[src/rtl/axis_1553_pkg.sv]
// Shared constants, state encoding and control-byte helper for the 1553 AXI-Stream
// transmit path.
package axis_1553_pkg;

    localparam logic [2:0] SYNC_CMD  = 3'b100;
    localparam logic [2:0] SYNC_DATA = 3'b010;

    localparam int unsigned TUSER_DELAY      = 2;
    localparam int unsigned TUSER_INVERT     = 1;
    localparam int unsigned TUSER_PARITY_ODD = 0;

    // One command/status word plus up to 32 data words.
    localparam int unsigned MIL1553_MAX_WORDS = 33;

    typedef enum logic [1:0] {
        StIdle,
        StPass,
        StDrain
    } tx_state_e;

    function automatic logic [7:0] ctrl_byte(input logic is_cmd, input logic first);
        logic [7:0] b;
        b                   = 8'h00;
        b[7:5]              = is_cmd ? SYNC_CMD : SYNC_DATA;
        b[TUSER_DELAY]      = first;
        b[TUSER_INVERT]     = 1'b0;
        b[TUSER_PARITY_ODD] = 1'b1;
        return b;
    endfunction

endpackage

[src/rtl/axis_1553_tx_sched_rr_arbiter.sv]
// Combinational round-robin pick: first asserted request at or after ptr_i, wrapping.
module rr_arbiter #(
    parameter int unsigned NUM_REQ = 2,
    parameter int unsigned IDX_W   = (NUM_REQ > 1) ? $clog2(NUM_REQ) : 1
) (
    input  logic [NUM_REQ-1:0] req_i,
    input  logic [IDX_W-1:0]   ptr_i,
    output logic [NUM_REQ-1:0] gnt_o,
    output logic [IDX_W-1:0]   idx_o,
    output logic               valid_o
);

    always_comb begin
        gnt_o   = '0;
        idx_o   = '0;
        valid_o = 1'b0;
        // Upper segment [ptr..N-1] has priority over the wrapped segment [0..ptr-1].
        for (int unsigned i = 0; i < NUM_REQ; i++) begin
            if (!valid_o && req_i[i] && (IDX_W'(i) >= ptr_i)) begin
                gnt_o[i] = 1'b1;
                idx_o    = IDX_W'(i);
                valid_o  = 1'b1;
            end
        end
        for (int unsigned i = 0; i < NUM_REQ; i++) begin
            if (!valid_o && req_i[i] && (IDX_W'(i) < ptr_i)) begin
                gnt_o[i] = 1'b1;
                idx_o    = IDX_W'(i);
                valid_o  = 1'b1;
            end
        end
    end

endmodule

[src/rtl/axis_1553_tx_sched.sv]
// Message-granular round-robin scheduler feeding one shared 1553 encoder, with
// per-word control-byte generation and stall/over-length guarding.
module axis_1553_tx_sched
    import axis_1553_pkg::*;
#(
    parameter int unsigned NUM_REQ        = 2,
    parameter int unsigned MAX_WORDS      = MIL1553_MAX_WORDS,
    parameter int unsigned TIMEOUT_CYCLES = 4096
) (
    input  logic                       aclk,
    input  logic                       arstn,
    input  logic [16*NUM_REQ-1:0]      s_axis_tdata,
    input  logic [NUM_REQ-1:0]         s_axis_tvalid,
    input  logic [NUM_REQ-1:0]         s_axis_tlast,
    input  logic [NUM_REQ-1:0]         s_axis_tuser,
    output logic [NUM_REQ-1:0]         s_axis_tready,
    output logic [15:0]                m_axis_tdata,
    output logic [7:0]                 m_axis_tuser,
    output logic                       m_axis_tvalid,
    input  logic                       m_axis_tready,
    output logic                       busy,
    output logic [$clog2(NUM_REQ)-1:0] grant_idx,
    output logic                       msg_done,
    output logic                       err_timeout,
    output logic                       err_overlength
);

    localparam int unsigned IdxW = $clog2(NUM_REQ);
    localparam int unsigned CntW = $clog2(MAX_WORDS + 1);
    localparam int unsigned TmoW = $clog2(TIMEOUT_CYCLES);

    tx_state_e       state_q, state_d;
    logic [IdxW-1:0] grant_q, grant_d;
    logic [IdxW-1:0] rr_ptr_q, rr_ptr_d;
    logic [CntW-1:0] word_cnt_q, word_cnt_d;
    logic [TmoW-1:0] tmo_cnt_q, tmo_cnt_d;
    logic [15:0]     m_tdata_q, m_tdata_d;
    logic [7:0]      m_tuser_q, m_tuser_d;
    logic            m_tvalid_q, m_tvalid_d;
    logic            msg_done_q, msg_done_d;
    logic            err_timeout_q, err_timeout_d;
    logic            err_overlength_q, err_overlength_d;

    logic [15:0]     req_data [NUM_REQ];
    logic [15:0]     sel_data;
    logic            sel_valid, sel_last, sel_user;
    logic            can_accept, accept, tmo_expired;
    logic [IdxW-1:0] grant_next;
    logic [CntW-1:0] word_cnt_inc;

    logic [NUM_REQ-1:0] arb_gnt;
    logic [IdxW-1:0]    arb_idx;
    logic               arb_valid;

    for (genvar g = 0; g < NUM_REQ; g++) begin : g_unpack
        assign req_data[g] = s_axis_tdata[16*g +: 16];
    end

    rr_arbiter #(
        .NUM_REQ (NUM_REQ),
        .IDX_W   (IdxW)
    ) u_arb (
        .req_i   (s_axis_tvalid),
        .ptr_i   (rr_ptr_q),
        .gnt_o   (arb_gnt),
        .idx_o   (arb_idx),
        .valid_o (arb_valid)
    );

    always_comb begin
        sel_data     = req_data[grant_q];
        sel_valid    = s_axis_tvalid[grant_q];
        sel_last     = s_axis_tlast[grant_q];
        sel_user     = s_axis_tuser[grant_q];
        // DRAIN discards, so it never waits on the encoder.
        can_accept   = (state_q == StDrain) ||
                       ((state_q == StPass) && (!m_tvalid_q || m_axis_tready));
        accept       = can_accept && sel_valid;
        tmo_expired  = (tmo_cnt_q == TmoW'(TIMEOUT_CYCLES - 1));
        grant_next   = (grant_q == IdxW'(NUM_REQ - 1)) ? '0 : grant_q + IdxW'(1);
        word_cnt_inc = word_cnt_q + CntW'(1);
    end

    always_comb begin
        s_axis_tready = '0;
        if (can_accept) begin
            s_axis_tready[grant_q] = 1'b1;
        end
    end

    always_comb begin
        state_d          = state_q;
        grant_d          = grant_q;
        rr_ptr_d         = rr_ptr_q;
        word_cnt_d       = word_cnt_q;
        tmo_cnt_d        = tmo_cnt_q;
        m_tdata_d        = m_tdata_q;
        m_tuser_d        = m_tuser_q;
        m_tvalid_d       = m_tvalid_q;
        msg_done_d       = 1'b0;
        err_timeout_d    = 1'b0;
        err_overlength_d = 1'b0;

        // A pending word always drains, even after the message was aborted.
        if (m_axis_tready) begin
            m_tvalid_d = 1'b0;
        end

        case (state_q)
            StIdle: begin
                if (arb_valid) begin
                    grant_d    = arb_idx;
                    word_cnt_d = '0;
                    tmo_cnt_d  = '0;
                    state_d    = StPass;
                end
            end
            StPass, StDrain: begin
                if (accept) begin
                    tmo_cnt_d = '0;
                    if (state_q == StPass) begin
                        m_tvalid_d = 1'b1;
                        m_tdata_d  = sel_data;
                        m_tuser_d  = ctrl_byte(sel_user, word_cnt_q == '0);
                        word_cnt_d = word_cnt_inc;
                    end
                    if (sel_last) begin
                        state_d    = StIdle;
                        rr_ptr_d   = grant_next;
                        msg_done_d = (state_q == StPass);
                    end else if ((state_q == StPass) && (word_cnt_inc == CntW'(MAX_WORDS))) begin
                        state_d          = StDrain;
                        err_overlength_d = 1'b1;
                    end
                end else if (can_accept) begin
                    if (tmo_expired) begin
                        state_d       = StIdle;
                        rr_ptr_d      = grant_next;
                        err_timeout_d = 1'b1;
                    end else begin
                        tmo_cnt_d = tmo_cnt_q + TmoW'(1);
                    end
                end
            end
            default: state_d = StIdle;
        endcase
    end

    always_ff @(posedge aclk or negedge arstn) begin
        if (!arstn) begin
            state_q          <= StIdle;
            grant_q          <= '0;
            rr_ptr_q         <= '0;
            word_cnt_q       <= '0;
            tmo_cnt_q        <= '0;
            m_tdata_q        <= '0;
            m_tuser_q        <= '0;
            m_tvalid_q       <= 1'b0;
            msg_done_q       <= 1'b0;
            err_timeout_q    <= 1'b0;
            err_overlength_q <= 1'b0;
        end else begin
            state_q          <= state_d;
            grant_q          <= grant_d;
            rr_ptr_q         <= rr_ptr_d;
            word_cnt_q       <= word_cnt_d;
            tmo_cnt_q        <= tmo_cnt_d;
            m_tdata_q        <= m_tdata_d;
            m_tuser_q        <= m_tuser_d;
            m_tvalid_q       <= m_tvalid_d;
            msg_done_q       <= msg_done_d;
            err_timeout_q    <= err_timeout_d;
            err_overlength_q <= err_overlength_d;
        end
    end

    assign m_axis_tdata   = m_tdata_q;
    assign m_axis_tuser   = m_tuser_q;
    assign m_axis_tvalid  = m_tvalid_q;
    assign busy           = (state_q != StIdle);
    assign grant_idx      = grant_q;
    assign msg_done       = msg_done_q;
    assign err_timeout    = err_timeout_q;
    assign err_overlength = err_overlength_q;

endmodule

[config.mk]
export PLATFORM = sky130hd
export DESIGN_NAME = axis_1553_tx_sched
export DESIGN_NICKNAME = d
export VERILOG_FILES = /design/src/rtl/axis_1553_pkg.sv /design/src/rtl/axis_1553_tx_sched_rr_arbiter.sv /design/src/rtl/axis_1553_tx_sched.sv
export SDC_FILE = /design/constraint.sdc
export NUM_CORES = 1
export LEC_CHECK = 0
export BUFFER_PORTS_ARGS = -buffer_cell sky130_fd_sc_hd__buf_2
export CORE_MARGIN = 2
export CORE_UTILIZATION = 52
export DETAILED_ROUTE_END_ITERATION = 10
export PLACE_DENSITY = 0.8
export SYNTH_ARGS = -nofsm -noshare
export SYNTH_HDL_FRONTEND = slang
export SYNTH_HIERARCHICAL = 1
export SYNTH_SLANG_ARGS = --single-unit
[constraint.sdc]
create_clock -name aclk -period 2.05 [get_ports aclk]
set_input_delay 0.205 -clock aclk [delete_from_list [all_inputs] [get_ports aclk]]
set_output_delay 0.205 -clock aclk [all_outputs]
set_load 0.1 [all_outputs]
==> impl_metrics.ini, run 1 <==
[place]
port_buffers = 68
gp_congestion = 0.9574
place_ws_ps = 69.10
hpwl_um = 4657

[timing]
tightest_slew_ps = 556.8
slew_violations = 0
skew_ps = 8.008
max_clock_freq_mhz = 496.6
hold_viol = 0
period_needed_ps = 2014
relSlewSlack_pct = 62.88
setup_viol = 0
final.period_utilization_pct = 98.23
grt_setup_unrepaired = true
setup_ws_ps = 36.32
tns_ps = 0

[global_route]
first_global_vias = 2218
antenna_found_initial = 0
grt_pass1_wl_um = 10200
grt_max_degree = 35
grt.total_usage_pct = 24.23
grt_overflow_total = 0

[power]
leakagePower_nw = 1.506
p_per_area_nw_per_um2 = 1747
peakVddDrop_v = 0.001449

[critical_path]
path_max_fanout = 5
setup.worst_path.start_class = register
crit_required_ps = 1850
max_stage_delay_ps = 430
crit_chain = inv_1 -> ha_1 -> a21oi_1 -> nor2_4 -> buf_4
cp.arrival_ps = 1810
slowest_stage = a21oi_1
endpoint_kind = primary output
crit_type = register to primary output

[cts]
clk_latency_ps = 300
clockBufferDepth = 2
numCtsBuffers = 5
cts-root-buf = clkbuf_8
clkSlewWorstSetupHoldPaths_ps = 90
htreeDepth = 2
cts.sinks = 46
cts_tree = yes

[run]
cap_violations = 0

[cells_and_area]
nets = 395
syn2layout_area_growth_pct = 21.84
fill_cells = 380
final_common_cell = buf_2
final_cell_mix = buf_2 (66), dfrtp_1 (44), nand2_1 (37)
n_antenna_cell = 0
finish.utilization_pct = 66.22
final_layout_size_suffix_gt1_share_pct = 29.23

[floorplan]
die_h_um = 74.73
design.die.area_sq_um = 5584
die_w_um = 74.73
core-area_sq_um = 4786
rows = 25
initial_core_util_pct = 54.35
ios = 73

[worst_hold_path]
hp-class = primary input to register

[drt]
vias = 2374
viasPerCell = 5.707
detail_route.iter0.violations = 167
drcViolationCount = 0
wl_per_cell_um = 15.00
drtAntennaViolNets = 0
first_pass_iters = 6
routed_wl_um = 6241

[synthesis]
synthCells = 283
netlist_area_sq_um = 2601
avgSynthCellArea_sq_um = 9.192
yosys_warnings = 6

[run_status]
status = finished, final reports clean
-- critical path: cells and delay by family (launching register included) --
family          cells  cell delay, ps
compound gates      1             430
simple gates        1              30
flops               1             420
fa+ha+maj           1             270
buf+inv             2             350
-- through the flow --
| step | hold slack (ps) | instances | total power [mW] | area (sq um) |
|---|---|---|---|---|
| 6_report | 186.7 | 416 | 5.536 | 3169 |
| 5_1_grt | 191.1 | 416 | 5.834 | 3169 |
| 4_1_cts | 185.7 | 416 | 5.477 | 3136 |
| 3_5_place_dp | 226.8 | 407 | 4.914 | 3037 |
| 3_3_place_gp | 221.1 | 407 | 4.847 | 3037 |
| 2_1_floorplan | -90.59 | 286 | 4.285 | 2653 |
-- layer usage --
metal	part of all wire, %	global-route usage [%]	up-vias	routed length, um
li1	-	-	1148	-
met1	44	33.39	1092	2754
met2	46	36.87	121	2844
met3	8.1	6.693	13	506
met4	2.2	8.929	0	136
met5	0	0	-	0
-- sequential cells by signal (all words and copies together) (netlist names) --
register and flops:
err_overlength 1, err_timeout 1, grant_idx 1, m_axis_tdata 16
m_axis_tuser 4, m_axis_tvalid 1, msg_done 1, rr_ptr_q 1
state_q 2, tmo_cnt_q 12, word_cnt_q 6
-- area by class of cell --
class	instances	area (sq um)	area share (%)
Multi-Input combinational cell	209	1375	43.39
Inverter	11	45.04	1.421
Timing Repair Buffer	75	425.4	13.42
Sequential cell	46	1154	36.40
Clock buffer	6	72.57	2.290
Tap cell	67	83.83	2.645
Clock inverter	2	13.76	0.4343
-- timing repair --
action,CTS,global route
endpoints found under the hold margin,22,0
endpoints found under the setup margin,1,13
hold buffers,1,0
setup buffers,0,0
gates resized for setup,1,8
-- where the power goes --
group          switching, mW  internal, mW
logic                   2.75         0.832
clock network          0.308         0.241
registers              0.220          1.19
total                   3.28          2.26
-- worst paths after layout --
kind / start / end / slack, ps / depth (start not counted)
max: state_q[1]$_DFFE_PN0P_ / s_axis_tready[0] / 40 / 5
max reg2reg: state_q[1]$_DFFE_PN0P_ / tmo_cnt_q[1]$_DFFE_PN0P_ / 70 / 6
max in group asynchronous: arstn / grant_idx$_DFFE_PN0P_ / 1090 / 3
min in group asynchronous: arstn / m_axis_tuser[2]$_DFFE_PN0P_ / 430 / 2
min reg2reg: m_axis_tuser[0]$_DFFE_PN0P_ / m_axis_tuser[0]$_DFFE_PN0P_ / 480 / 1
min: s_axis_tdata[12] / m_axis_tdata[12]$_DFFE_PN0P_ / 190 / 3
No activity file was read; power rests on OpenSTA's default activity.
==> run 2, diff against run 1 <==
--- a/config.mk
+++ b/config.mk
@@ -9,7 +9,7 @@
 export CORE_MARGIN = 2
 export CORE_UTILIZATION = 52
 export DETAILED_ROUTE_END_ITERATION = 10
-export PLACE_DENSITY = 0.8
+export PLACE_DENSITY_LB_ADDON = 0.12
 export SYNTH_ARGS = -nofsm -noshare
 export SYNTH_HDL_FRONTEND = slang
 export SYNTH_HIERARCHICAL = 1
==> run 2 against run 1 <==
Net effect:
- final cell count down 0.48%
- first-iteration DRC count up 3.6%
- worst setup slack better by 56 ps
==> impl_metrics.ini, run 2 (synthesis results as in run 1) <==
[place]
hpwl_um = 4449
port_buffers = 68
gp_congestion = 0.9220
dpl_cell_area_sq_um = 3022

[cells_and_area]
largest_reg_flops = 16
final_cell_mix = buf_2 (66), dfrtp_1 (44), nand2_1 (37)
syn2layout_area_growth_pct = 21.84
final_common_cell = buf_2
n_antenna_cell = 0
fin_area_sq_um = 3169
nets = 393
final_layout_size_suffix_gt1_share_pct = 29.11

[cts]
numCtsBuffers = 5
htreeDepth = 2
clkSlewWorstSetupHoldPaths_ps = 80
clockBufferDepth = 2
cts-root-buf = clkbuf_8
cts_tree = yes
cts.sinks = 46
clk_latency_ps = 300

[timing]
hold_viol = 0
period_needed_ps = 1958
grt_setup_unrepaired = true
final.period_utilization_pct = 95.51
max_clock_freq_mhz = 510.7
slew_violations = 0
setup_viol = 0
skew_ps = 5.118

[run_status]
status = finished, final reports clean

[critical_path]
crit_type = register to primary output
r2r-start = tmo_cnt_q[0]$_DFFE_PN0P_
r2r_slack_ps = 120
crit_required_ps = 1850
path_max_fanout = 9
slowest_stage = dfrtp_1
rr_endpoint = tmo_cnt_q[9]$_DFFE_PN0P_
reg2reg_depth = 6
crit_chain = inv_1 -> ha_1 -> a21o_2 -> and2_4 -> buf_12
cp.arrival_ps = 1750
crit_buf_inv = 2
endpoint_kind = primary output
max_stage_delay_ps = 410
setup.worst_path.start_class = register
cp_top_family = flip-flops

[power]
clock_power_share_pct = 11.5
peakVddDrop_v = 0.001152
leakagePower_nw = 1.509
pwr-share-seq_pct = 25.2
power_switching_mw = 3.229
power.total_mw = 5.574
combPwrFrac_pct = 63.3
switching_share_pct = 57.92
p_per_area_nw_per_um2 = 1759
intPower_mw = 2.346

[drt]
wl_per_cell_um = 14.46
drcViolationCount = 0
first_pass_iters = 5
vias = 2306
viasPerCell = 5.570
detail_route.iter0.violations = 173
drtAntennaViolNets = 0
routed_wl_um = 5987

[worst_hold_path]
hp-class = primary input to register
hold_path_depth = 3
min_from = s_axis_tdata[4]
min_to = m_axis_tdata[4]$_DFFE_PN0P_

[global_route]
grt_max_degree = 45
first_global_vias = 2179
grt.total_usage_pct = 23.61
grt_pass1_wl_um = 9991
antenna_found_initial = 0
grt_overflow_total = 0

[floorplan]
die_w_um = 74.73
core-area_sq_um = 4786
initial_core_util_pct = 54.35
die_h_um = 74.73
ios = 73
rows = 25
design.die.area_sq_um = 5584

[run]
cap_violations = 0
run 2: cell types whose count changed in the layout (fill, tap and decap cells not counted), moves of 2 or more:
cell / change
clkbuf_8: +3
buf_4: -3
a31oi_4: -2
a31oi_2: +2
run 2: power groups by stage:
stage	Sequential (mW)	Clock [mW]	Combinational (mW)
after floorplan	2.75	0	1.53
after global placement	1.41	0	3.46
after detailed placement	1.42	0	3.48
after CTS	1.40	0.658	3.49
after global routing	1.45	0.700	3.74
final	1.40	0.642	3.53
run 2: final cells by class:
class                      count  area [sq um]
sequential                    46          1154
fill                         427          1617
inverter                      11         45.04
tap                           67         83.83
clock buffer                   8         110.1
timing repair buffer          73         410.4
multi-input combinational    209          1366
run 2: stage by stage:
| stage | instances | setup slack (ps) | hold WS [ps] | setup TNS, ps | utilization, % |
|---|---|---|---|---|---|
| floorplan | 286 | 2.125 | -90.59 | 0 | - |
| global placement | 405 | 147.3 | 197.8 | 0 | 63.14 |
| detailed placement | 405 | 75.17 | 197.8 | 0 | 63.14 |
| CTS | 414 | 36.88 | 186.0 | 0 | 65.65 |
| global route | 414 | -15.10 | 198.3 | -15.10 | 66.22 |
| finish | 414 | 91.97 | 179.5 | 0 | 66.22 |
run 2: worst reg2reg max path, delay by kind of cell, from the launching register on:
family	cells	cell delay, ps
and+or+nand+nor	4	980
DFF	1	410
AOI/OAI and AO/OA	1	250
adders and majority gates	1	230
run 2: worst max path at each step:
stage | start | end | cells past startpoint
after floorplan | grant_idx$_DFFE_PN0P_ | tmo_cnt_q[7]$_DFFE_PN0P_ | 7
after global placement | state_q[1]$_DFFE_PN0P_ | tmo_cnt_q[11]$_DFFE_PN0P_ | 6
after detailed placement | state_q[1]$_DFFE_PN0P_ | tmo_cnt_q[6]$_DFFE_PN0P_ | 6
after CTS | state_q[1]$_DFFE_PN0P_ | s_axis_tready[0] | 5
after global routing | state_q[1]$_DFFE_PN0P_ | s_axis_tready[1] | 5
final | state_q[1]$_DFFE_PN0P_ | s_axis_tready[1] | 5
run 2: metal layers:
layer | GRT usage, % | routed length (um)
met4 | 8.333 | 89
met3 | 5.890 | 345
met1 | 31.37 | 2730
met5 | 0 | 0
met2 | 37.86 | 2822
run 2: what timing repair did:
action	CTS	global route
buffers inserted	0	0
resized for setup	0	7
hold endpoints to repair	20	0
hold buffers	1	0
setup endpoints to repair	0	12
==> run 3, diff against run 2 <==
--- a/config.mk
+++ b/config.mk
@@ -6,7 +6,7 @@
 export NUM_CORES = 1
 export LEC_CHECK = 0
 export BUFFER_PORTS_ARGS = -buffer_cell sky130_fd_sc_hd__buf_2
-export CORE_MARGIN = 2
+export CORE_MARGIN = 4
 export CORE_UTILIZATION = 52
 export DETAILED_ROUTE_END_ITERATION = 10
 export PLACE_DENSITY_LB_ADDON = 0.12
==> run 3 against run 2 <==
Net effect:
- global-route usage fell by 2.2 points
- sequential share of layout area fell by 0.43 points
- first-iteration DRC count fell by 16%
- non-clock buffer count rose by 2
- via count rose by 1.8%
- combinational power barely moved
- total power rose by 3.5%
- critical path type unchanged
==> impl_metrics.ini, run 3 (synthesis results as in run 1) <==
[run_status]
status = finished, final reports clean

[cts]
clkSlewWorstSetupHoldPaths_ps = 90
clockBufferDepth = 2
cts-root-buf = clkbuf_8
numCtsBuffers = 5
cts_setup_buffers = 0
cts_tree = yes
htreeDepth = 2
clk_latency_ps = 300
cts.sinks = 46

[floorplan]
die_h_um = 78.73
core-area_sq_um = 4786
ios = 73
design.die.area_sq_um = 6198
die_w_um = 78.73
initial_core_util_pct = 54.35
rows = 25

[cells_and_area]
n_antenna_cell = 0
final_common_cell = buf_2
fill_cells = 399
final_layout_size_suffix_gt1_share_pct = 29.23
seq_area_sq_um = 1154
final_cell_mix = buf_2 (66), dfrtp_1 (44), nand2_1 (37)
syn2layout_area_growth_pct = 23.28
nets = 395
fin_area_sq_um = 3207
multiInputGateArea_sq_um = 1361
finish.utilization_pct = 67.01
largest_reg_flops = 16

[timing]
grt_setup_unrepaired = true
max_clock_freq_mhz = 514.5
hold_viol = 0
tns_ps = 0
period_needed_ps = 1944
slew_violations = 0
setup_viol = 0
final.period_utilization_pct = 94.82
skew_ps = 3.008

[drt]
detail_route.iter0.violations = 146
wl_per_cell_um = 15.01
wl_met3_um = 341
dr_wl_met2_um = 3107
first_pass_iters = 6
top_layer = met4
vias = 2348
viasPerCell = 5.644
drtAntennaViolNets = 0
routed_wl_um = 6245
drcViolationCount = 0
wl_met1_um = 2670

[power]
power.total_mw = 5.768
leakagePower_nw = 1.535
clock_power_share_pct = 14.1
peakVddDrop_v = 0.001251
switching_share_pct = 56.79
pwr-share-seq_pct = 24.3
power_switching_mw = 3.276
p_per_area_nw_per_um2 = 1799
intPower_mw = 2.492
combPwrFrac_pct = 61.6

[global_route]
grt_overflow_total = 0
antenna_found_initial = 0
grt_pass1_wl_um = 10540
grt.total_usage_pct = 21.41
first_global_vias = 2299
grt_max_degree = 46

[worst_hold_path]
hp-class = primary input to register

[critical_path]
crit_required_ps = 1850
crit_buf_inv = 2
endpoint_kind = primary output
crit_chain = inv_1 -> ha_1 -> a21oi_1 -> nor2_4 -> clkbuf_4
slowest_stage = dfrtp_1
cp_top_family = flip-flops
setup.worst_path.start_class = register
crit_type = register to primary output
max_stage_delay_ps = 390
path_max_fanout = 5
cp.arrival_ps = 1740

[place]
hpwl_um = 4608
dpl_cell_area_sq_um = 3037
port_buffers = 68
gp_congestion = 0.9475

[run]
cap_violations = 0
## run 3: metal layers
metal | GRT usage [%] | vias up
li1 | - | 1146
met1 | 27.01 | 1109
met2 | 35.82 | 78
met3 | 4.989 | 15
met4 | 7.867 | 0
met5 | 0 | -
## run 3: power by group through the flow
| stage | Sequential [mW] | Clock (mW) | Combinational (mW) |
|---|---|---|---|
| 6_report | 1.40 | 0.812 | 3.56 |
| 5_1_grt | 1.44 | 0.870 | 3.77 |
| 4_1_cts | 1.40 | 0.827 | 3.54 |
| 3_5_place_dp | 1.41 | 0 | 3.53 |
| 3_3_place_gp | 1.40 | 0 | 3.48 |
| 2_1_floorplan | 2.75 | 0 | 1.53 |
## run 3: worst reg2reg max path: stages (launching register included)
cell     delay [ps]
dfrtp_1         410
ha_1            220
and3_1          230
a31oi_2         240
and4_1          430
a41oi_1         170
a31oi_1         160
## run 3: per-stage QoR
step	setup slack (ps)	std cells	hold slack, ps
finish	106.2	416	182.1
global route	1.465	416	190.5
CTS	31.89	416	179.3
detailed placement	82.63	407	101.6
global placement	148.5	407	98.93
floorplan	2.125	286	-90.59
## run 3: area by class of cell
| class | count | share of cell area [%] |
|---|---|---|
| inverter | 11 | 1.405 |
| sequential | 46 | 35.97 |
| clock buffer | 5 | 2.146 |
| timing repair buffer | 75 | 13.27 |
| clock inverter | 3 | 2.146 |
| multi-input combinational | 209 | 42.45 |
| tap | 67 | 2.614 |
## run 3: worst paths after layout
kind,start,to,slack (ps),cells past startpoint
hold / removal,s_axis_tdata[10],m_axis_tdata[10]$_DFFE_PN0P_,180,3
setup / recovery,state_q[1]$_DFFE_PN0P_,s_axis_tready[0],110,5
hold reg to reg,m_axis_tuser[0]$_DFFE_PN0P_,m_axis_tuser[0]$_DFFE_PN0P_,480,1
max in group asynchronous,arstn,grant_idx$_DFFE_PN0P_,990,3
min in group asynchronous,arstn,m_axis_tvalid$_DFF_PN0_,310,2
setup reg to reg,tmo_cnt_q[0]$_DFFE_PN0P_,tmo_cnt_q[6]$_DFFE_PN0P_,120,6
## run 3: repair_timing
item	in CTS	in global routing
resized for setup	0	5
hold buffers	1	0
setup endpoints to repair	0	12
endpoints found under the hold margin	11	0
